--- src/rtl/gpio_mod_counter.sv ---
// Modulo-N up/down counter with clear, load, one-shot stop, terminal pulse and wrap count.
// Latency: every output is registered, so it updates one cycle after its inputs are sampled. Backpressure: none; en gates each step.
module gpio_mod_counter #(
    parameter int WIDTH   = 10,
    parameter int MODULUS = 1000,
    parameter int WRAP_W  = 16
) (
    input  logic              clk,
    input  logic              reset,
    input  logic              en,
    input  logic              dir,
    input  logic              mode,
    input  logic              clr,
    input  logic              load,
    input  logic [WIDTH-1:0]  load_val,
    output logic [WIDTH-1:0]  data,
    output logic              tc,
    output logic              done,
    output logic [WRAP_W-1:0] wrap_cnt
);

    if (MODULUS < 2 || longint'(MODULUS) > (longint'(1) << WIDTH)) begin : g_bad_modulus
        $error("gpio_mod_counter: MODULUS must satisfy 2 <= MODULUS <= 2**WIDTH");
    end

    localparam logic [WIDTH-1:0]  TERM_UP  = WIDTH'(MODULUS - 1);
    localparam logic [WIDTH:0]    MOD_EXT  = (WIDTH + 1)'(MODULUS);
    localparam logic [WIDTH-1:0]  DATA_ONE = WIDTH'(1);
    localparam logic [WRAP_W-1:0] WRAP_ONE = WRAP_W'(1);

    logic [WIDTH-1:0]  data_q, data_d;
    logic              tc_q, tc_d;
    logic              done_q, done_d;
    logic [WRAP_W-1:0] wrap_q, wrap_d;

    logic [WIDTH-1:0]  term_val;
    logic              at_term;
    logic [WIDTH-1:0]  load_clamped;

    // The terminal follows the direction sampled on this very edge.
    assign term_val     = dir ? '0 : TERM_UP;
    assign at_term      = (data_q == term_val);
    assign load_clamped = ({1'b0, load_val} >= MOD_EXT) ? TERM_UP : load_val;

    always_comb begin
        data_d = data_q;
        tc_d   = 1'b0;
        done_d = done_q;
        wrap_d = wrap_q;
        if (clr) begin
            data_d = '0;
            done_d = 1'b0;
            wrap_d = '0;
        end else if (load) begin
            data_d = load_clamped;
            done_d = 1'b0;
        end else if (done_q) begin
            // Leaving one-shot only releases the stop; the next enabled edge does the step.
            if (!mode) begin
                done_d = 1'b0;
            end
        end else if (en) begin
            if (!at_term) begin
                data_d = dir ? (data_q - DATA_ONE) : (data_q + DATA_ONE);
            end else if (!mode) begin
                data_d = dir ? TERM_UP : '0;
                tc_d   = 1'b1;
                wrap_d = wrap_q + WRAP_ONE;
            end else begin
                done_d = 1'b1;
                tc_d   = 1'b1;
            end
        end
    end

    always_ff @(posedge clk or negedge reset) begin
        if (!reset) begin
            data_q <= '0;
            tc_q   <= 1'b0;
            done_q <= 1'b0;
            wrap_q <= '0;
        end else begin
            data_q <= data_d;
            tc_q   <= tc_d;
            done_q <= done_d;
            wrap_q <= wrap_d;
        end
    end

    assign data     = data_q;
    assign tc       = tc_q;
    assign done     = done_q;
    assign wrap_cnt = wrap_q;

endmodule

--- config.mk ---
export PLATFORM = sky130hd
export DESIGN_NAME = gpio_mod_counter
export DESIGN_NICKNAME = d
export VERILOG_FILES = /design/src/rtl/gpio_mod_counter.sv
export SDC_FILE = /design/constraint.sdc
export NUM_CORES = 1
export LEC_CHECK = 0
export ABC_AREA = 1
export BUFFER_PORTS_ARGS = -buffer_cell sky130_fd_sc_hd__buf_2
export CORE_MARGIN = 1.5
export CORE_UTILIZATION = 40
export DETAILED_ROUTE_END_ITERATION = 10
export HOLD_SLACK_MARGIN = 0.03
export PLACE_DENSITY = 0.65
export SLEW_MARGIN = 20
export SYNTH_ARGS = -nofsm -noshare
export SYNTH_HDL_FRONTEND = slang
export SYNTH_SLANG_ARGS = --single-unit
export TNS_END_PERCENT = 20
--- constraint.sdc ---
create_clock -name clk -period 2.4 [get_ports clk]
set_clock_uncertainty 0.05 [all_clocks]
set_input_delay 0.36 -clock clk [delete_from_list [all_inputs] [get_ports clk]]
set_output_delay 0.36 -clock clk [all_outputs]
set_load 0.1 [all_outputs]
Word level (Yosys, flattened, before mapping)
Cells that the tools add are included.
{"block": "classes", "n_eq_ne": 6, "mux": 27, "mul": 0, "div_mod_pow": 0, "n_reduce_logical": 5, "add_sub_neg": 3, "n_lt_le_gt_ge": 1, "shifts": 0, "n_bitwise": 0}
{"cell": "$mux W10", "count": 10}
{"cell": "$mux W16", "count": 6}
{"cell": "$add A16 B1 Y16 const B", "count": 1}
{"cell": "$mux W1", "count": 11}
{"cell": "$add A10 B1 Y10 const B", "count": 1}
{"cell": "$eq A10 B10 Y1", "count": 1}
{"cell": "$ge A10 B10 Y1 const B", "count": 1}
{"cell": "$sub A10 B1 Y10 const B", "count": 1}
{"cell": "$reduce_and A5 Y1", "count": 1}
{"cell": "$ne A2 B2 Y1 const B", "count": 2}
{"cell": "$ne A4 B4 Y1 const B", "count": 1}
{"cell": "$reduce_bool A2 Y1", "count": 2}
{"cell": "$ne A3 B3 Y1 const B", "count": 1}
{"cell": "$reduce_and A3 Y1", "count": 1}
{"cell": "$reduce_bool A3 Y1", "count": 1}
{"cell": "$ne A2 B1 Y1 const B", "count": 1}
{"block": "totals", "n_memories": 0, "rom_bits": 0, "out_inout_bits": 28, "ram_bits": 0, "latch_bits": 0, "regBits": 28, "elab_cells": 46, "input_bits": 17}

Depth between registers and ports, before layout
{"block": "depth", "depth_word": 7, "mapped_depth": 13, "mapped_depth_nobuf": 13}

Worst setup path after synthesis
OpenSTA, ideal clock, no wires.
{"block": "synth_timing", "path_type": "reg-to-reg", "from": "register data_q[0] (netlist: data[0])", "to": "register data_q[6] (netlist: data[6])", "setup_ps": 120, "t_required_ps": 2230, "synth_period_minus_slack_ps": 2537, "slack_ps": -137, "arrival_ps": 2367, "path_stages_with_launch": 12, "n_path_buf": 0, "cell_sequence": "dfrtp_1 inv_1 fa_1 nand3b_1 nand2_1 nand3_1 nand3_1 nand3_1 nand2_1 nand2_1 nand2_1 nand2_1"}
{"block": "synth_via", "elab_chain_len": 7, "word_cells_on_any_way": 11, "cone_classes": "add/sub: 2; eq/ne: 2; mux: 6; reduce/logical: 1"}
{"element": "from (decl)", "line": "31", "source": "logic [WIDTH-1:0] data_q, data_d;"}
{"element": "from (signal assigned)", "line": "83", "source": "data_q <= data_d;"}
{"element": "$add A10 B1 Y10 / $sub A10 B1 Y10 (equally long branches)", "line": "64", "source": "data_d = dir ? (data_q - DATA_ONE) : (data_q + DATA_ONE);"}
{"element": "$mux W10", "line": "64"}
{"element": "$mux W10", "line": "63", "source": "if (!at_term) begin"}
{"element": "$mux W10", "line": "62", "source": "end else if (en) begin"}
{"element": "$mux W10", "line": "57", "source": "end else if (done_q) begin"}
{"element": "$mux W10", "line": "54", "source": "end else if (load) begin"}
{"element": "$mux W10", "line": "50", "source": "if (clr) begin"}
Several ways; a longest one is shown, not always the timed one. The select of a mux whose other input is x is not followed.
A chain may end at the register's enable or synchronous reset.

Worst setup path in the final report
{"block": "layout_timing", "from": "register data_q[6] (netlist: data[6])", "to": "register data_q[7] (netlist: data[7])"}
The elaborated chain is that of the path after synthesis.

==> impl_metrics.csv <==
group,metric,value,unit
status,status,"completed",
die,initial_utilization,0.420,
cells_and_area,syn2layout_area_growth,16.0,%
die,num_rows,26,
clock_tree,cts_buffers,3,
job,cap_viol_max_count,0,
critical_path,arrival,2210,ps
die,io_pins,45,
synthesis,ys_seq_elements,28,
pwr,vdd_drop_max,0.000242,V
sta,drv_slew,0,
die,coreArea,0.00520,mm^2
pwr,p_per_area,522,mW/mm^2
synthesis,synth.top_cell.area_share,0.320,
die,die_y,77.0,um
cells_and_area,ff_latch_area,702,um^2
cells_and_area,diodes,0,
clock_tree,post_cts_buffers,0,
synthesis,synth_compound_area_frac,0.0869,
sta,fin_crit_sh,0.851,
clock_tree,cts_tree,"done",
critical_path,cp_cell_sequence,"ha_1 > nand2_2 > nor2_1 > nand4_1 > inv_1 > nand2_2 > buf_4 > clkinv_4 > nand2_4 > nand3_4 > nor2_1 > nand2_1 > nand2_1",
grt,grt_usage,0.203,
synthesis,synth_fa_ha_area_frac,0.0606,
detailed_routing,drt-pass1-iter-count,4,
die,die_w,77.0,um
synthesis,yosys.area.top_type,"dfrtp_1",
pwr,pwr-share-seq,0.392,
sta,max_freq,490,MHz
synthesis,yosysSeqAreaShare,0.320,
synthesis,syn-num-nets,353,
critical_path,r2r_slack,360,ps
detailed_routing,drt-total-wl,5650,um
place,hpwl,4400,um
cells_and_area,drive_gt1_frac,0.177,
grt,grt_overflow,0,
detailed_routing,avgViaCountPerCell,5.13,
detailed_routing,drcViolationCount,0,
detailed_routing,vias,2267,
critical_path,cp_max_fo,10,
synthesis,async_flop_share,1.00,
cells_and_area,final_nets,400,
sta,hold_viol_final,0,
critical_path,reg2reg_depth,13,
sta,tns,0,ps
synthesis,synth.avg_cell_area,6.71,um^2
pwr,p_leak,1.35,nW
cells_and_area,post-route-util,0.488,
pwr,switching_power,0.552,mW
clock_tree,ctsHtreeMaxLevel,1,
cells_and_area,n_fill_cell,536,
place,numPortBuffers,44,
die,die-area,0.00592,mm^2
critical_path,critPathMaxStageDelay,430,ps
critical_path,critPathSlowestCell,"dfrtp_1",
synthesis,yosys-top-cells-area,"dfrtp_1 (32%), nand2_1 (19%), nand3_1 (6.4%)",
grt,grt_first_pass_wirelength,9940,um
worst_hold_path,min_path_type,"input port to asynchronous set/reset pin",
pwr,power,1.32,mW
clock_tree,cts_hold_buf,0,
clock_tree,clk_pin_slew,100,ps
critical_path,end_kind,"flip-flop",
detailed_routing,drt_iter0_drc,179,
clock_tree,clk_latency,280,ps
synthesis,synth_xor_area_frac,0.0240,
synthesis,synth_top_flop_cell,"dfrtp_1",
grt,grt_antenna_before_repair,0,
pwr,p_comb_frac,0.380,
sta,setup_viol,0,
sta,worst_pin_slew,663,ps
synthesis,yosys_warnings,0,
pwr,p_int,0.772,mW
grt,grt_pass1_vias,2088,
synthesis,yosysUniqueCellTypes,38,
cells_and_area,multiInputGateArea,0.00130,mm^2
clock_tree,root_buffer,"clkbuf_8",
synthesis,yosys.area_share.simple,0.423,
synthesis,synthMuxAreaShare,0,
critical_path,cp-start-kind,"flip-flop",
grt,grt_max_degree,29,
place,globalplace.congestion,0.952,
pwr,clkPwrFrac,0.228,
synthesis,synth_top_family_by_area,"simple AND/OR/NAND/NOR gates",
critical_path,criticalPathCategory,"flip-flop to flip-flop",
pwr,swShare,0.417,
synthesis,syn_inst,326,
sta,rsz0062_at_grt,"no",
detailed_routing,postRouteAntennaNets,0,
detailed_routing,wl_per_cell,12.8,um
synthesis,syn_area,0.00219,mm^2
synthesis,synth_edf_count,0,
sta,min_period,2040,ps
critical_path,worstPathRequired,2570,ps
clock_tree,clock_sinks,28,
clock_tree,cts_resized,0,
clock_tree,clock_path_buffers,2,
sta,hold_slack,46.0,ps
sta,timing.slew.headroom,0.558,
layout make-up:
class,instances,area share
clock buffers,4,0.0217
inverters,38,0.0592
multi-input cells,255,0.512
flip-flops and latches,28,0.277
well taps,70,0.0345
repair buffers,47,0.0957
kinds of logic after synthesis:
kind of cell / count (synthesis)
AO/OA/AOI/OAI: 34
XOR/XNOR: 6
adder cells (fa/ha/maj): 10
buffers and inverters: 43
flip-flops: 28
AND/OR/NAND/NOR: 205
metal layers:
layer / part of all wire / vias to the layer above / track usage
met5: 0 / - / 0
met4: 0.0037 / 0 / 0.0222
met3: 0.056 / 2 / 0.0298
met2: 0.46 / 74 / 0.330
met1: 0.48 / 1029 / 0.294
li1: - / 1162 / -
Yosys cell counts (4+ instances only):
cell     number
nand4_1      13
nand2_1     109
dfrtp_1      28
o21ai_1       9
nor2_1       32
ha_1          9
nand3_1      28
a21oi_1       6
inv_1        33
nor3_1        7
o21ai_0      13
xor2_1        4
power by group through the flow:
stage          Combinational, mW  Sequential [mW]  Clock [mW]
2_1_floorplan              0.239            0.678           0
3_3_place_gp               0.499            0.528           0
3_5_place_dp               0.503            0.528           0
4_1_cts                    0.505            0.519       0.315
5_1_grt                    0.556            0.522       0.325
6_report                   0.503            0.518       0.302
final timing paths:
| check | startpoint | end |
|---|---|---|
| min in group clk | clr | wrap_cnt[4] |
| max | data[6] | data[7] |
| min reg2reg | data[7] | data[7] |
| max in group asynchronous | reset | data[0] |
| max reg2reg | data[6] | data[7] |
| min | reset | data[2] |
state kept, by name, summed over array words and instances, names as in the netlist:
signal,cells
wrap_cnt,16
done,1
tc,1
data,10
placed cells by master, fill, tap and decap left out, drive strengths merged, types with 2 or more instances in the layout:
cell / synthesis / layout
nor2: 34 / 34
nor3: 7 / 7
or2: 2 / 2
dfrtp: 28 / 28
clkinv: 2 / 2
xnor2: 2 / 2
nand2: 114 / 114
ha: 9 / 9
nand3: 29 / 29
o21ai: 22 / 22
inv: 36 / 36
a21oi: 6 / 6
nand4: 13 / 13
nor3b: 2 / 2
xor2: 4 / 4
buf: 3 / 47
clkbuf: 2 / 4
nor4: 2 / 2
metrics by stage:
stage | area, um^2 | worst slack (ps) | std cells
2_1_floorplan | 2190 | 50.0 | 326
3_3_place_gp | 2480 | 260 | 438
3_5_place_dp | 2480 | 228 | 438
4_1_cts | 2540 | 356 | 442
5_1_grt | 2540 | 168 | 442
6_report | 2540 | 359 | 442
critical path, delay by kind of cell (launching register included):
kind / cells / cell delay [ps]
adders and majority gates: 1 / 360
and+or+nand+nor: 9 / 820
buffers and inverters: 3 / 330
DFF: 1 / 430
(Power assumes the default switching activity.)
